===== config.mk =====
export PLATFORM = sky130hd
export DESIGN_NAME = csa_frame_accum
export DESIGN_NICKNAME = d
export VERILOG_FILES = /design/src/rtl/csa_frame_accum.sv
export SDC_FILE = /design/constraint.sdc
export NUM_CORES = 1
export LEC_CHECK = 0
export ABC_AREA = 1
export CORE_UTILIZATION = 55
export CTS_BUF_LIST = sky130_fd_sc_hd__clkbuf_16
export DETAILED_ROUTE_END_ITERATION = 12
export MAX_ROUTING_LAYER = met4
export PLACE_DENSITY = 0.87
export SLEW_MARGIN = 30
export SYNTH_ARGS = -nofsm -noshare
export SYNTH_HDL_FRONTEND = slang
export SYNTH_SLANG_ARGS = --single-unit

===== constraint.sdc =====
create_clock -name clk -period 3.24 [get_ports clk]
set_input_delay 0.648 -clock clk [delete_from_list [all_inputs] [get_ports clk]]
set_output_delay 0.648 -clock clk [all_outputs]
set_load 0.005 [all_outputs]

===== src/rtl/csa_frame_accum.sv =====
// csa_frame_accum: sums FRAME_LEN carry-save beats (sum + 2*carry) into a
// saturating accumulator and hands one binary total per frame downstream
// over a valid/ready handshake.
// Optional feature macro: CSA_ACCUM_FLUSH_EN adds the in_flush port, which
// closes a frame early on an accepted beat.
module csa_frame_accum #(
  parameter int IN_W      = 1,
  parameter int FRAME_LEN = 16,
  parameter int ACC_W     = 8,
  parameter int CNT_W     = $clog2(FRAME_LEN + 1)
) (
  input  logic             clk,
  input  logic             rst,
  input  logic             in_valid,
  output logic             in_ready,
  input  logic [IN_W-1:0]  in_sum,
  input  logic [IN_W-1:0]  in_carry,
`ifdef CSA_ACCUM_FLUSH_EN
  input  logic             in_flush,
`endif
  output logic             out_valid,
  input  logic             out_ready,
  output logic [ACC_W-1:0] out_total,
  output logic [CNT_W-1:0] out_count,
  output logic             out_ovf
);

  // Wide enough that acc + sum + 2*carry can never wrap before the clamp test.
  localparam int SUM_W = ACC_W + IN_W + 2;

  typedef enum logic {
    ACCUM = 1'b0,
    HOLD  = 1'b1
  } state_t;

  state_t           state_q, state_d;
  logic [ACC_W-1:0] acc_q, acc_d;
  logic [CNT_W-1:0] cnt_q, cnt_d;
  logic             ovf_q, ovf_d;
  logic [ACC_W-1:0] out_total_q, out_total_d;
  logic [CNT_W-1:0] out_count_q, out_count_d;
  logic             out_ovf_q, out_ovf_d;

  logic             flush_req;
  logic [SUM_W-1:0] beat_sum;
  logic             sat;
  logic [ACC_W-1:0] acc_sat;
  logic             accept;
  logic             last_beat;

`ifdef CSA_ACCUM_FLUSH_EN
  assign flush_req = in_flush;
`else
  assign flush_req = 1'b0;
`endif

  // Carry-propagate add of the beat into the accumulator, then clamp on overflow.
  always_comb begin
    beat_sum = {{(IN_W + 2){1'b0}}, acc_q}
             + {{(ACC_W + 2){1'b0}}, in_sum}
             + {{(ACC_W + 1){1'b0}}, in_carry, 1'b0};
    sat      = |beat_sum[SUM_W-1:ACC_W];
    acc_sat  = sat ? {ACC_W{1'b1}} : beat_sum[ACC_W-1:0];
  end

  // Next-state logic: accumulate in ACCUM, park the result in HOLD until taken.
  always_comb begin
    state_d     = state_q;
    acc_d       = acc_q;
    cnt_d       = cnt_q;
    ovf_d       = ovf_q;
    out_total_d = out_total_q;
    out_count_d = out_count_q;
    out_ovf_d   = out_ovf_q;
    accept      = in_valid && (state_q == ACCUM);
    last_beat   = (cnt_q == CNT_W'(FRAME_LEN - 1)) || flush_req;
    case (state_q)
      ACCUM: begin
        if (accept) begin
          acc_d = acc_sat;
          ovf_d = ovf_q | sat;
          cnt_d = cnt_q + CNT_W'(1);
          if (last_beat) begin
            out_total_d = acc_sat;
            out_count_d = cnt_q + CNT_W'(1);
            out_ovf_d   = ovf_q | sat;
            state_d     = HOLD;
          end
        end
      end
      HOLD: begin
        if (out_ready) begin
          acc_d   = '0;
          cnt_d   = '0;
          ovf_d   = 1'b0;
          state_d = ACCUM;
        end
      end
      default: state_d = ACCUM;
    endcase
  end

  // State and result registers; reset discards any partial or pending frame.
  always_ff @(posedge clk) begin
    if (rst) begin
      state_q     <= ACCUM;
      acc_q       <= '0;
      cnt_q       <= '0;
      ovf_q       <= 1'b0;
      out_total_q <= '0;
      out_count_q <= '0;
      out_ovf_q   <= 1'b0;
    end else begin
      state_q     <= state_d;
      acc_q       <= acc_d;
      cnt_q       <= cnt_d;
      ovf_q       <= ovf_d;
      out_total_q <= out_total_d;
      out_count_q <= out_count_d;
      out_ovf_q   <= out_ovf_d;
    end
  end

  assign in_ready  = (state_q == ACCUM);
  assign out_valid = (state_q == HOLD);
  assign out_total = out_total_q;
  assign out_count = out_count_q;
  assign out_ovf   = out_ovf_q;

endmodule


# Word-level counts from Yosys, hierarchy flattened
# Cells that the tools add are included.
# totals
in_bits	6
wordCells	33
ff_bits	29
# op_classes
bitwise	2
n_mux	14
n_reduce_logical	4
n_eq_ne	3
add_sub_neg	3
# ops
cell	n
2-to-1 mux 8 bit	3
case mux 8 bit (2 select lines)	1
adder 9 x 2 -> 10 bit	1
2-to-1 mux 5 bit	2
case mux 5 bit (2 select lines)	1
adder 8 x 1 -> 9 bit	1
adder 5 x 1 -> 5 bit (second input constant)	1
== test 5 x 4 -> 1 bit (second input constant)	1
2-to-1 mux 1 bit	5
case mux 1 bit (2 select lines)	2
AND reduction 3 bit	1
OR reduction 3 bit	1
!= test 2 x 1 -> 1 bit (second input constant)	1
!= test 2 bit (second input constant)	1
AND reduction 2 bit	1
logical AND 1 bit	1
inverter 1 bit	1
bitwise OR 1 bit	1

# Longest topological paths before layout
# Gate-level depths: netlist of run 1.
# depth
ltp_word	6
mapped_depth	11
ltp_nobuf	10

# Worst setup path after synthesis of run 1
# No wires, ideal clock.
# synth_path
kind	input to register
start	in in_sum
end	reg acc_q[3]
t_required_ns	3.172
arrival_ns	1.896
slack_ns	1.276
setup_ns	0.068
path_stages	11
n_path_buf	1
path_cell_list	ha_1 > inv_1 > fa_1 > inv_1 > nand2_2 > nor2_4 > nand2_2 > buf_6 > nand3_2 > nand2_1 > a21oi_2
# synth_via
elab_chain_len	6
# synth_lines
element	line	text
from (decl)	16	input logic [IN_W-1:0] in_sum,
adder 8 x 1 -> 9 bit (*)	60	+ {{(ACC_W + 2){1'b0}}, in_sum}
adder 9 x 2 -> 10 bit (*)	61	+ {{(ACC_W + 1){1'b0}}, in_carry, 1'b0};
OR reduction 3 bit	62	sat = |beat_sum[SUM_W-1:ACC_W];
2-to-1 mux 8 bit (*)	63	acc_sat = sat ? {ACC_W{1'b1}} : beat_sum[ACC_W-1:0];
2-to-1 mux 8 bit (*)	79	if (accept) begin
case mux 8 bit (2 select lines) (*)	77	case (state_q)
to (signal assigned)	107	acc_q <= '0;
to (signal assigned)	115	acc_q <= acc_d;
to (decl)	37	logic [ACC_W-1:0] acc_q, acc_d;
# Mark *: on every way between the ends. The rest lies on a longest branch, timed or not. The select of a mux whose other input is x is not followed.
# A chain may end at the register's enable or synchronous reset.

# Worst setup path in the final report of run 1
# layout_path
start	in in_sum
end	reg out_total_q[4], in the netlist out_total[4]
# layout_via
elab_chain_len	4
# layout_lines
element	line	text
adder 8 x 1 -> 9 bit (*)	60	
adder 9 x 2 -> 10 bit (*)	61	
OR reduction 3 bit	62	
2-to-1 mux 8 bit (*)	63	
to (signal assigned)	118	out_total_q <= out_total_d;
to (decl)	40	logic [ACC_W-1:0] out_total_q, out_total_d;
# Mark *: on every way between the ends. The rest lies on a longest branch, timed or not.

==> impl_summary.md, run 1 <==
Place
The count of buffers added on input and output ports is 21. The placed instance area is 1600 sq um. The number of placed instances with taps included is 231. The estimated wirelength of the detail-placed design is 2140 microns. At the end of routability-driven placement, the weighted congestion stood at 0.831.

Power and ir drop
In this run the power density over the cells is 483 nW/um^2. IR analysis of the VDD net gives a maximum drop of 0.470 mV. The static leakage power is 0.752 nW.

STA
In the final timing run, aggregate negative setup slack is 0 ns. The number of endpoints with negative hold slack in the final report is 0. The final critical path takes up 74.1% of the cycle. The worst slack on hold paths is 0.461 ns. On the final layout, the worst clock skew is 0.00421 ns.

The highest clock rate is 417 MHz. Setup repair after global routing left no endpoint under its margin. The clock period could shrink to 2.40 ns.

The number of pins with negative max-slew slack in the final report came to 0. The slew at the pin closest to its max-slew limit is 0.425 ns. The max-slew headroom at the worst pin is 71.6%. The final-report setup violation count is 0.

Yosys
The number of flops mapped to enable cells by yosys is 0. The share of flip-flops with an asynchronous set or reset after synthesis is 0%. In this run the cell area of the synthesized design comes to 1400 sq um. The number of nets handed over by synthesis was 200.

For this run, the register share of the synthesized area comes to 41.4%. The average instance in the mapped netlist occupies 7.41 sq um. Synthesis handed over a netlist of 189 instances. The most used flip-flop cell after synthesis is dfxtp_1. The Yosys step of the flow raised 0 warnings. The register bit count reported by yosys is 29.

Counting distinct cell types in the post-synthesis netlist gives 26.

Final layout
After the flow finishes, the layout carries non-filler instances totaling 238. The diode insertion count for antenna repair is 0. The synthesis-to-finish area growth is 23.7%. The top cell types in the final layout, fill and taps aside, are nand2_1, dfxtp_1, inv_1.

The library cell used most frequently in the layout, excluding fill and tap cells, is nand2_1. The net count of the finished layout is 221. The share of final-layout standard cells stronger than drive strength 1 is 8.57%.

With fillers left out, the area of the finished cells amounts to 1730 sq um. The filler cells instantiated in the layout total 165.

Clock tree
The clock sink count is 29. The maximum buffer depth of the clock tree is 2. The H-tree was split into 2 levels. The total CTS buffers is 5. Clock-pin slew was measured on the worst setup and hold paths at 0.05 ns.

The total of cells resized after clock tree synthesis is 0. The root buffer selected by CTS is clkbuf_16. The cts-stage hold buffer count is 0. The clock insertion delay at the later pin of the skew report is 0.28 ns. The number of setup buffers added after CTS is 0. The clock tree from TritonCTS is yes.

Flow run
Max-cap violations in this run came to 0.

Global routing
The overall routing resource usage is 30.3%. The initial antenna violation count is 0. The maximum number of pins on one net before global-route repair is 22. The first-pass GRT wire length is 5570 microns. Global routing finished with a remaining overflow of 0. The via count of the first global-routing pass is 1,195.

Setup path
The worst setup path is launched from an input port. The slowest stage of the critical path is the clkdlybuf4s50_1 cell. In this design, the stage delay of the slowest critical-path cell is 0.47 ns. The critical path goes through clkdlybuf4s50_1, ha_1, inv_1, fa_1, inv_1, nand2_2, o21ai_0, nand3_2, o21ai_0, inv_1. The critical path endpoint category is a flop.

The worst setup path is of the in -> reg kind. In this design, the critical path's most frequently occurring cell is inv_1. STA puts the critical path data required time at 3.40 ns. The critical path data arrival time is 2.56 ns. The top fanout value on the critical path is 5. For flop-to-flop paths, the worst setup slack is 1.35 ns.

Routing
The remaining antenna violation count is 0. The number of search-and-repair iterations in the first detailed-routing pass is 5. Wires add up to 3340 microns.

In the detailed route, the total length drawn on met3 is 203 microns. The detailed-route vias per instance is 5.38. The highest metal layer carrying signal wires in the routed design is met4. The number of vias in the routed layout is 1,281. The violation count after the first detailed-route iteration is 32.

In the final routed layout, each cell accounts on average for 14.0 microns. The DRC violations left is 0. The detailed router put a total of 1340 microns of wire on met1. The total met2 wirelength after detailed routing is 1730 microns.

Outcome
The flow ran to the end, and the final reports show no timing, DRC or antenna violations.

Floorplanning
The count of pins on the block boundary is 22. From left edge to right edge, the die measures 52.5 microns. The area enclosed by the die boundary is 2750 sq um. Once the floorplan was initialized, standard cells occupied 61.0% of the core. The initialized floorplan defines 17 standard-cell rows. The standard cell core area is 2300 sq um.

The vertical die dimension is 52.5 microns.

Worst hold path
The path class of the tightest hold or removal check is reg -> reg.
metrics by stage:
| stage | setup slack (ns) | power, W | util [%] |
|---|---|---|---|
| final | 0.840 | 0.000837 | 75.5 |
| after global routing | 0.703 | 0.000863 | 75.5 |
| after CTS | 0.837 | 0.000843 | 75.5 |
| after detailed placement | 0.638 | 0.000421 | 69.7 |
| after global placement | 0.704 | 0.000418 | 69.7 |
| after floorplan | 1.28 | 0.000405 | - |
report_power, final:
part	internal, W	switching (W)	total [W]
clock network	0.000273	0.000148	0.000421
registers	0.000363	0.00000562	0.000368
logic	0.0000182	0.0000294	0.0000475
total	0.000654	0.000183	0.000837
state kept, by name, summed over array words and instances (netlist names):
name / flops
cnt_q: 5
out_total: 8
acc_q: 8
out_ovf: 1
ovf_q: 1
out_valid: 1
out_count: 5
layout make-up:
type                    count  area (sq um)  share of cell area (%)
clock buffers               5           125                    7.22
clock inverters             2          7.51                   0.433
inverters                  26          97.6                    5.63
multi-input cells         126           671                    38.7
flip-flops and latches     29           581                    33.5
well taps                  28          35.0                    2.02
repair buffers             22           218                    12.6
cell usage after synthesis (2+ instances only):
| cell | n | area share [%] |
|---|---|---|
| o211ai_1 | 4 | 2.1 |
| nor2_1 | 8 | 2.1 |
| a21oi_1 | 18 | 6.4 |
| dfxtp_1 | 29 | 41 |
| clkbuf_1 | 2 | 0.54 |
| a21oi_2 | 2 | 1.3 |
| nand3_1 | 13 | 4.6 |
| buf_2 | 3 | 1.1 |
| ha_1 | 4 | 3.6 |
| nand3_2 | 2 | 1.4 |
| o21ai_0 | 9 | 3.2 |
| nand2_2 | 2 | 0.89 |
| xor2_1 | 3 | 1.9 |
| o21a_1 | 2 | 1.1 |
| buf_6 | 2 | 1.6 |
| nand2_1 | 52 | 14 |
| inv_2 | 3 | 0.80 |
| inv_1 | 23 | 6.2 |
routing by layer:
layer  track usage, %  vias up
met2             50.0       50
li1                 -      647
met4             12.3        0
met3             11.9       10
met5                -        -
met1             32.3      574
worst max-delay path, delay by kind of cell:
kind                     cells  cell delay (ns)
AND/OR/NAND/NOR              2             0.20
adder cells (fa/ha/maj)      2             0.59
buffers and inverters        4             0.68
AO/OA/AOI/OAI                2             0.43
kinds of logic after synthesis:
group | after synthesis | share of synthesized area (%)
simple gates | 81 | 25.5
compound gates | 37 | 15.4
buf+inv | 34 | 10.7
flops | 29 | 41.4
fa+ha+maj | 5 | 5.00
xor+xnor | 3 | 1.88
final timing paths:
check                             startpoint            to  cells after the start
worst min-delay path            out_count[1]  out_count[1]                      2
worst min register to register  out_count[1]  out_count[1]                      2
worst max-delay path                  in_sum  out_total[4]                     10
worst max register to register      acc_q[0]  out_total[4]                      9
Note: power is estimated with default switching activity, not from simulation.
==> run 2, diff against run 1 <==
Settings changed: CORE_UTILIZATION 55 to 52, PLACE_DENSITY 0.87 to 0.84.
Clock period 3.24 ns to 2.5 ns, I/O delays scaled along.
==> impl_summary.md, run 2 (same netlist as run 1, synthesis figures left out) <==
Outcome
The flow ran to the end, and the final reports show no timing, DRC or antenna violations.

Routing
Summed over all layers, the routed wires come to 3170 microns. In this run the remaining antenna-violating nets after routing total 0. The routed layout has 1,245 vias. The detailed-route vias per instance is 5.14.

The post-detailed-route wirelength per cell is 13.1 microns. The number of search-and-repair iterations in the first detailed-routing pass is 4. In this run, the number of DRC markers left after iteration 0 of detailed routing was 21.

The DRC violations left is 0.

Setup path
The critical path start-end classification is in -> reg. Data on the critical path arrives at its endpoint at 2.41 ns. The kind of cell with the highest combined delay on the critical path is buffers and inverters. The cell with the largest stage delay on the worst path is clkdlybuf4s50_1. The largest single stage delay on the critical path is 0.46 ns. The worst path required time is 2.67 ns.

The top fanout value on the critical path is 5. Walking the worst path, the cells encountered are clkdlybuf4s50_1, ha_1, inv_1, fa_1, inv_1, nand2_2, o21ai_0, nand3_2, o21ai_0, inv_1. The kind of start point of the critical path is an input port. By instance count, the cell type seen most on the critical path is inv_1.

The count of buffering cells on the critical path with inverters included is 4. STA classifies the critical path endpoint as a flop.

Global routing
The via count of the first global-routing pass came to 1,155. The initial antenna violation count was 0. The total overflow left after global routing is 0. The first global-routing pass estimated 5080 microns of wire. The overall routing resource usage is 26.9%. Entering global routing, the biggest net connects 22 pins.

STA
Setup violations remaining at the end of the flow were counted as 0. The final critical path takes up 89.8% of the cycle. The slew at the pin closest to its max-slew limit is 0.412 ns. The number of endpoints with negative hold slack in the final report is 0. In the final timing run, aggregate negative setup slack is 0 ns. The max-slew headroom at the worst pin is 72.5%. Static timing analysis puts the maximum clock frequency at 446 MHz.

The setup clock skew after layout is 0.00459 ns. The post-layout worst setup margin is 0.256 ns. The number of pins with negative max-slew slack in the final report is 0. Setup repair after global routing left no endpoint under its margin. The final period demand of the worst path is 2.24 ns.

Place
Before CTS, the worst setup slack after placement is 0.0213 ns. Counting tap cells, the placed design contains a total of 234 instances. The estimated wirelength of the detail-placed design is 2030 microns.

Routability-driven placement finished with a final weighted congestion of 0.856. The count of buffers added on input and output ports is 21.

Clock tree
The clock net in this run drives a total of 29 sinks. In this run, post-CTS repair resized a total of 0 instances. Clock-pin slew was measured on the worst setup and hold paths at 0.05 ns. The clock insertion delay at the later pin of the skew report is 0.28 ns. The maximum buffer depth of the clock tree is 2. Buffers added to address setup during post-CTS repair amount to 0. The total CTS buffers is 5. For this design, the CTS-stage hold fixing added 0 buffers. The clock tree synthesis step divided the H-tree into 2 levels. CTS placed an instance of clkbuf_16 at the clock tree root.

The clock tree from TritonCTS is yes.

Power and ir drop
The static leakage power is 0.763 nW. The cell internal power dissipation is 0.000854 W. The share of total power in the clock network is 50.9%. The switching part of the total is 22.3%.

For this design the total switching power over the nets is 0.000245 W. The part of the total power dissipated in combinational logic is 5.6%. The ratio of total power to cell area is 628 nW/um^2. Sequential cells burn 43.5% of the power.

The largest voltage drop on the vdd net is 0.804 mV.

Final layout
In the final design database the tool counted 222 nets. The sequential cells in the finished layout cover a total of 581 sq um. Once layout is complete, the cells apart from fillers number 242. The most common cell after layout, fill and taps aside is nand2_1. The area of combinational cells with multiple inputs is 671 sq um. Measured on the finished design, the core utilization comes to 69.4%. The synthesis-to-finish area growth is 24.9%.

The share of final-layout standard cells stronger than drive strength 1 is 9.91%. In the layout the commonest cells are nand2_1, dfxtp_1, inv_1. The filler cells instantiated in the layout total 219. The diode insertion count for antenna repair is 0.

Floorplanning
From left edge to right edge, the die measures 53.9 microns. The count of pins on the block boundary is 22. The area enclosed by the die boundary is 2910 sq um. The initial utilization of the core area, before any placement, comes to 55.6%. In this run the core area contains 18 standard-cell rows. The total area inside the core boundary comes to 2520 sq um. From bottom edge to top edge, the die measures 53.9 microns.

Flow run
The count of maximum capacitance violations is 0.

Worst hold path
The path type of the worst min-delay path is reg -> reg.
-- run 2: layer usage --
metal	routed length, microns	global-route usage [%]
met5	0	-
met1	1360	29.7
met4	71	18.4
met2	1590	42.0
met3	143	7.06
-- run 2: cell type report --
class,count,area share [%]
multi-input cells,126,38.3
repair buffers,23,12.9
well taps,30,2.14
inverters,26,5.58
clock buffers,5,7.15
flip-flops and latches,29,33.2
clock inverters,3,0.786
-- run 2: power groups by stage --
stage	sequential (W)	combinational, W	clock (W)
2_1_floorplan	0.000484	0.0000415	0
3_3_place_gp	0.000485	0.0000583	0
3_5_place_dp	0.000486	0.0000601	0
4_1_cts	0.000477	0.0000612	0.000566
5_1_grt	0.000477	0.0000698	0.000589
6_report	0.000477	0.0000614	0.000560
-- run 2: tightest hold or removal path, stage by stage, from the launching register on --
cell and delay, ns:
dfxtp_1 0.30, nand2_1 0.06, a21oi_1 0.06
-- run 2: final timing paths --
kind	from	to	slack, ns	cells after the start
max reg2reg	acc_q[0]	out_total[4]	0.60	9
min reg2reg	out_count[2]	out_count[2]	0.47	2
min	out_count[2]	out_count[2]	0.47	2
max	in_sum	out_total[4]	0.26	10
-- run 2: per-stage QoR --
stage | power (W) | area, sq um | hold WS, ns
final | 0.00110 | 1750 | 0.467
after global routing | 0.00114 | 1750 | 0.483
after CTS | 0.00110 | 1750 | 0.469
after detailed placement | 0.000546 | 1610 | 0.459
after global placement | 0.000544 | 1610 | 0.450
after floorplan | 0.000525 | 1400 | 0.440
